<file path="config.mk">
export PLATFORM = sky130hd
export DESIGN_NAME = fpio_fifo_out
export DESIGN_NICKNAME = d
export VERILOG_FILES = /design/src/rtl/fpio_fifo_out.sv
export SDC_FILE = /design/constraint.sdc
export NUM_CORES = 1
export LEC_CHECK = 0
export CAP_MARGIN = 20
export CORE_MARGIN = 2
export CORE_UTILIZATION = 34
export CTS_CLUSTER_SIZE = 30
export DETAILED_ROUTE_END_ITERATION = 16
export PLACE_DENSITY = 0.48
export SLEW_MARGIN = 25
export SYNTH_ARGS = -nofsm -noshare
export SYNTH_HDL_FRONTEND = slang
export SYNTH_SLANG_ARGS = --single-unit
</file>
<file path="constraint.sdc">
create_clock -name clk -period 4.8 [get_ports clk]
set_clock_uncertainty 0.2 [all_clocks]
set_input_delay 0.48 -clock clk [delete_from_list [all_inputs] [get_ports clk]]
set_output_delay 0.48 -clock clk [all_outputs]
set_load 0.02 [all_outputs]
</file>
<file path="src/rtl/fpio_fifo_out.sv">
// rtl/fpio_fifo_out.sv - show-ahead synchronous FIFO with sticky overflow/underflow flags.
// Optional almost_full/almost_empty outputs are enabled by defining FPIO_FIFO_OUT_ALMOST_FLAGS_EN.
module fpio_fifo_out #(
  parameter int FIFO_DEPTH = 16,
`ifdef FPIO_FIFO_OUT_ALMOST_FLAGS_EN
  parameter int DATA_WIDTH = 8,
  parameter int AF_LEVEL   = FIFO_DEPTH - 2,
  parameter int AE_LEVEL   = 2
`else
  parameter int DATA_WIDTH = 8
`endif
) (
  input  logic                          clk,
  input  logic                          rst,
  input  logic                          wr_en,
  input  logic [DATA_WIDTH-1:0]         wr_data,
  output logic                          full,
  input  logic                          rd_en,
  output logic [DATA_WIDTH-1:0]         rd_data,
  output logic                          empty,
  output logic [$clog2(FIFO_DEPTH):0]   count,
  output logic                          overflow,
`ifdef FPIO_FIFO_OUT_ALMOST_FLAGS_EN
  output logic                          underflow,
  output logic                          almost_full,
  output logic                          almost_empty
`else
  output logic                          underflow
`endif
);

  localparam int AW = $clog2(FIFO_DEPTH);
  localparam int CW = AW + 1;
  localparam logic [CW-1:0] DEPTH_C = CW'(FIFO_DEPTH);

  logic [DATA_WIDTH-1:0] mem [FIFO_DEPTH];
  logic [AW-1:0]         wr_ptr;
  logic [AW-1:0]         rd_ptr;
  logic [CW-1:0]         count_q;
  logic [CW-1:0]         count_nxt;
  logic                  push_ok;
  logic                  pop_ok;

  // Flags come from the occupancy count so a full FIFO is never mistaken for empty.
  assign full    = (count_q == DEPTH_C);
  assign empty   = (count_q == '0);
  assign count   = count_q;
  assign rd_data = mem[rd_ptr];

  // Acceptance uses start-of-cycle full/empty only; a same-cycle pop does not make room.
  assign push_ok = wr_en && !full;
  assign pop_ok  = rd_en && !empty;

  always_comb begin
    count_nxt = count_q;
    case ({push_ok, pop_ok})
      2'b10:   count_nxt = count_q + 1'b1;
      2'b01:   count_nxt = count_q - 1'b1;
      default: count_nxt = count_q;
    endcase
  end

  // Storage has no reset; reset only rewinds the pointers and count.
  always_ff @(posedge clk) begin
    if (!rst && push_ok) begin
      mem[wr_ptr] <= wr_data;
    end
  end

  always_ff @(posedge clk) begin
    if (rst) begin
      wr_ptr    <= '0;
      rd_ptr    <= '0;
      count_q   <= '0;
      overflow  <= 1'b0;
      underflow <= 1'b0;
    end else begin
      if (push_ok) begin
        wr_ptr <= wr_ptr + 1'b1;
      end
      if (pop_ok) begin
        rd_ptr <= rd_ptr + 1'b1;
      end
      count_q <= count_nxt;
      if (wr_en && full) begin
        overflow <= 1'b1;
      end
      if (rd_en && empty) begin
        underflow <= 1'b1;
      end
    end
  end

`ifdef FPIO_FIFO_OUT_ALMOST_FLAGS_EN
  always_ff @(posedge clk) begin
    if (rst) begin
      almost_full  <= 1'b0;
      almost_empty <= 1'b1;
    end else begin
      almost_full  <= (count_nxt >= CW'(AF_LEVEL));
      almost_empty <= (count_nxt <= CW'(AE_LEVEL));
    end
  end
`else
`endif

endmodule

</file>
-- Word-level counts from Yosys, hierarchy flattened
Memory sizes are Yosys's and may differ from the RTL's. A register that Yosys moved wholly into a read port is not among the register bits.
Cells that the tools add are included.
- bits of input ports: 12
- word-level logic and storage cells: 28
- register bits after elaboration: 15
- memory bits (writable): 128
- output and inout bits: 17
- memories kept: 1
- add/subtract/negate cells: 4
- multiplexer cells: 5
- eq/ne operators: 3
- reductions and logical operators: 10
- memories (memory ; words ; bits a word ; rd ports ; clocked after Yosys merged registers in ; wr ports ; RTL line ; RTL):
    mem ; 16 ; 8 ; 1 ; 1 ; 1 ; 36 ; logic [DATA_WIDTH-1:0] mem [FIFO_DEPTH];
- operator list (cell ; number):
    $pmux W5 S2 ; 1
    $add A4 B1 Y4 const B ; 2
    $mux W4 ; 2
    $add A5 B1 Y5 const B ; 1
    $eq A5 B5 Y1 const B ; 1
    $logic_and A1 B1 Y1 ; 5
    $logic_not A5 Y1 ; 1
    $sub A5 B1 Y5 const B ; 1
    $logic_not A1 Y1 ; 3
    $eq A2 B1 Y1 const B ; 1
    $eq A2 B2 Y1 const B ; 1
    $mux W1 ; 2
    $reduce_bool A2 Y1 ; 1

-- Longest topological paths before layout
- word-level depth: 6
- mapped depth: 13

-- Worst setup path before layout
No wires, ideal clock.
- path type: reg2reg
- start point: register count_q[1] (netlist: count[1])
- end point: register count_q[4] (netlist: count[4])
- cell stages (with the launch flop): 13
- setup time: 0.123 ns
- period minus slack after synthesis: 2.959 ns
- path slack: 1.841 ns
- arrival time: 2.635 ns
- cell sequence: dfxtp_1 > buf_6 > or3_4 > o31a_2 > ha_1 > buf_2 > xor2_1 > ha_1 > nor2_1 > nand3_1 > a21oi_1 > a211oi_1 > mux2_1
- cells in the longest elaborated chain, start to end: 5
- elaborated cells on any way between the ends: 12
- ends and longest elaborated chain (item ; RTL line ; RTL):
    from (decl) ; 39 ; logic [CW-1:0] count_q;
    from (signal assigned) ; 84 ; count_q <= count_nxt;
    $logic_not A5 Y1 (*) ; 46 ; assign empty = (count_q == '0);
    $logic_not A1 Y1 (*) ; 52 ; assign pop_ok = rd_en && !empty;
    $logic_and A1 B1 Y1 (*) ; 52 ;
    via pop_ok ; 42 ; logic pop_ok;
    $eq A2 B1 Y1 / $eq A2 B2 Y1 (equally long branches) ; 56 ; case ({push_ok, pop_ok})
    $pmux W5 S2 / $reduce_bool A2 Y1 (equally long branches) ; -- ;
Mark *: on every way through the listed nets, which the timed path passes. The rest lies on a longest branch.
A chain may end at the register's enable or synchronous reset.

==> summary.txt <==
Run status - finished clean
Seq cells post-synth - 147
Fin worst setup slack - 959 ps
CTS Sinks - 147
Yosys cell types - 39
Vias per Instance - 4.95
Pre-antenna DRT Iters - 4
Hold-fix buffers, CTS - 0
Post-Syn Instances - 307
Asr flop ratio synth - 0%
Iteration-0 DRC Markers - 231
Total Die Area - 18,300 µm²
Die Ht - 135 µm
Input/output buffers - 28
Final WL - 12.4 mm
Period utilisation layout - 80.0%
VDD IR max - 0.000261 V
Gr usage total - 15.0%
Slew Limit Fails - 0
CTS H-Tree Depth - 4
EDFF count, synth - 128
Vias in the first global route - 3,074
Dpl hpwl - 7.92 mm
Post-CTS Setup Inserts - 0
Fin util - 40.9%
Total negative slack - 0 ps
Avg Cell Area, Syn - 19.1 µm²
Critical path type - flip-flop to primary output
Total clock buffers created by CTS - 17
GP Congestion - 0.727
Commonest cells post-synth - edfxtp_1, mux4_2, nor2_1
Req. time, crit path - 4120 ps
Peak Freq - 260 MHz
Worst Tran Pin Value - 993 ps
Arr. time, crit path - 3160 ps
Starting density of the core - 34.3%
Number of I/O pins - 29
Leading area contributor after synthesis - edfxtp_1
GR Overflow Total - 0
Top-count cell post-synth - edfxtp_1
Rows - 48
Max-Cap Viols - 0
Antenna Violating Nets Remaining - 0
Synth area leaders - edfxtp_1, mux4_2, dfxtp_1
Sequential fraction of the synthesis area - 71.9%
Finish-stage setup viols - 0
Synth-to-Final Area Change - 19.3%
Core area - 17,100 µm²
Highest fanout seen on the critical path - 22
RSZ-0062 raised after global routing - false
Crit start category - flip-flop
CTS Buffer Depth - 2
Worst relative slew slack - 33.5%
Area share of the largest cell type after synthesis - 65.4%
Resized Gates After CTS - 0
Share of cells above drive strength 1 - 25.9%
Pre-CTS setup slack - 1270 ps
Clk slew on worst S/H paths - 60 ps
Total Power - 0.00363 W
Worst setup EP type - primary output
Largest net degree at the start of global routing - 33
Ant diodes - 0
Hold Path Class - flip-flop to flip-flop
Initial antenna violation count - 0
Power Dens Cells - 519 nW/µm²
Main synth FF type - edfxtp_1
Yosys warning count - 0
Final Critical Period - 3840 ps
First-pass GRT wire length - 19.2 mm
Clk Latency, worst-skew pair - 420 ps
Fin. Hold Viols - 0
DR vias - 2,893
Cell Area, Synth - 5870 µm²
Synth Net Count - 326
Fill cells - 1,511
CTS tree - yes
# DRC - 0
WL per Instance - 21.2 µm
Layout Nets - 365
CTS Root Cell - clkbuf_16
Die width - 135 µm
Leakage power - 2.20 nW
==> power breakdown <==
group | internal (W) | switching, W
combinational | 0.000441 | 0.000355
clock | 0.000728 | 0.000549
sequential | 0.00144 | 0.000116
==> cell usage in the layout (no fill, tap or decap), types with 2 or more instances in the layout <==
master,instances
nor3_1,6
nor2_1,34
inv_8,3
xor2_1,6
a21oi_1,5
dfxtp_1,18
clkinv_2,2
buf_4,8
inv_6,3
clkinvlp_4,2
mux2i_1,2
edfxtp_1,128
inv_1,3
xnor2_1,3
nand2_1,7
o21a_1,2
clkdlybuf4s50_1,28
clkbuf_16,17
ha_1,7
mux4_2,40
a211oi_1,2
nand4_1,2
nor2_2,6
clkinv_4,4
==> worst max-delay path, stage by stage (launching register included) <==
cell and delay, ps:
dfxtp_2 870, buf_4 310, mux4_2 520, mux4_2 460, clkdlybuf4s50_1 570
==> layout make-up <==
type / instances / area [µm²] / area share, %
Clock buffer: 17 / 425 / 6.07
Clock inverter: 15 / 150 / 2.14
Inverter: 3 / 11.3 / 0.161
Multi-Input combinational cell: 141 / 1570 / 22.5
Sequential cell: 147 / 4230 / 60.3
Tap cell: 225 / 282 / 4.02
Timing Repair Buffer: 36 / 340 / 4.86
==> sequential cells by signal, indices dropped and copies added, names as in the netlist, named ones only <==
| signal | cells |
|---|---|
| wr_ptr | 4 |
| count | 5 |
| overflow | 1 |
| mem | 128 |
| rd_ptr | 4 |
| underflow | 1 |
==> through the flow <==
stage / std cells / area, µm² / hold WS, ps
floorplan: 307 / 5870 / 272
global placement: 552 / 6420 / 259
detailed placement: 552 / 6420 / 265
CTS: 584 / 6990 / 282
global route: 584 / 7010 / 320
finish: 584 / 7010 / 269
==> final timing paths <==
kind | startpoint | to | slack [ps] | cells after the start
max | flip-flop | rd_data[3] | 960 | 4
min | overflow | overflow | 270 | 2
max reg2reg | count[3] | count[4] | 1640 | 11
min reg2reg | overflow | overflow | 270 | 2
==> per-layer routing <==
layer	track usage [%]	routed length, µm	vias up
li1	-	-	1311
met4	5.03	141	0
met5	0	0	-
met2	24.1	6230	50
met1	19.5	5680	1520
met3	4.45	338	12
==> cells by family (layout without fill, tap and decap cells) <==
logic type	count (synthesis)	in the layout	share of synthesized area, %
DFF	147	147	71.9
xor gates and xnor gates	9	9	1.34
buffers and inverters	19	71	1.53
muxes	43	43	15.9
AOI/OAI and AO/OA	16	16	2.62
adders and majority gates	7	7	1.49
and+or+nand+nor	66	66	5.22
Power figures use the tool's default switching activity.
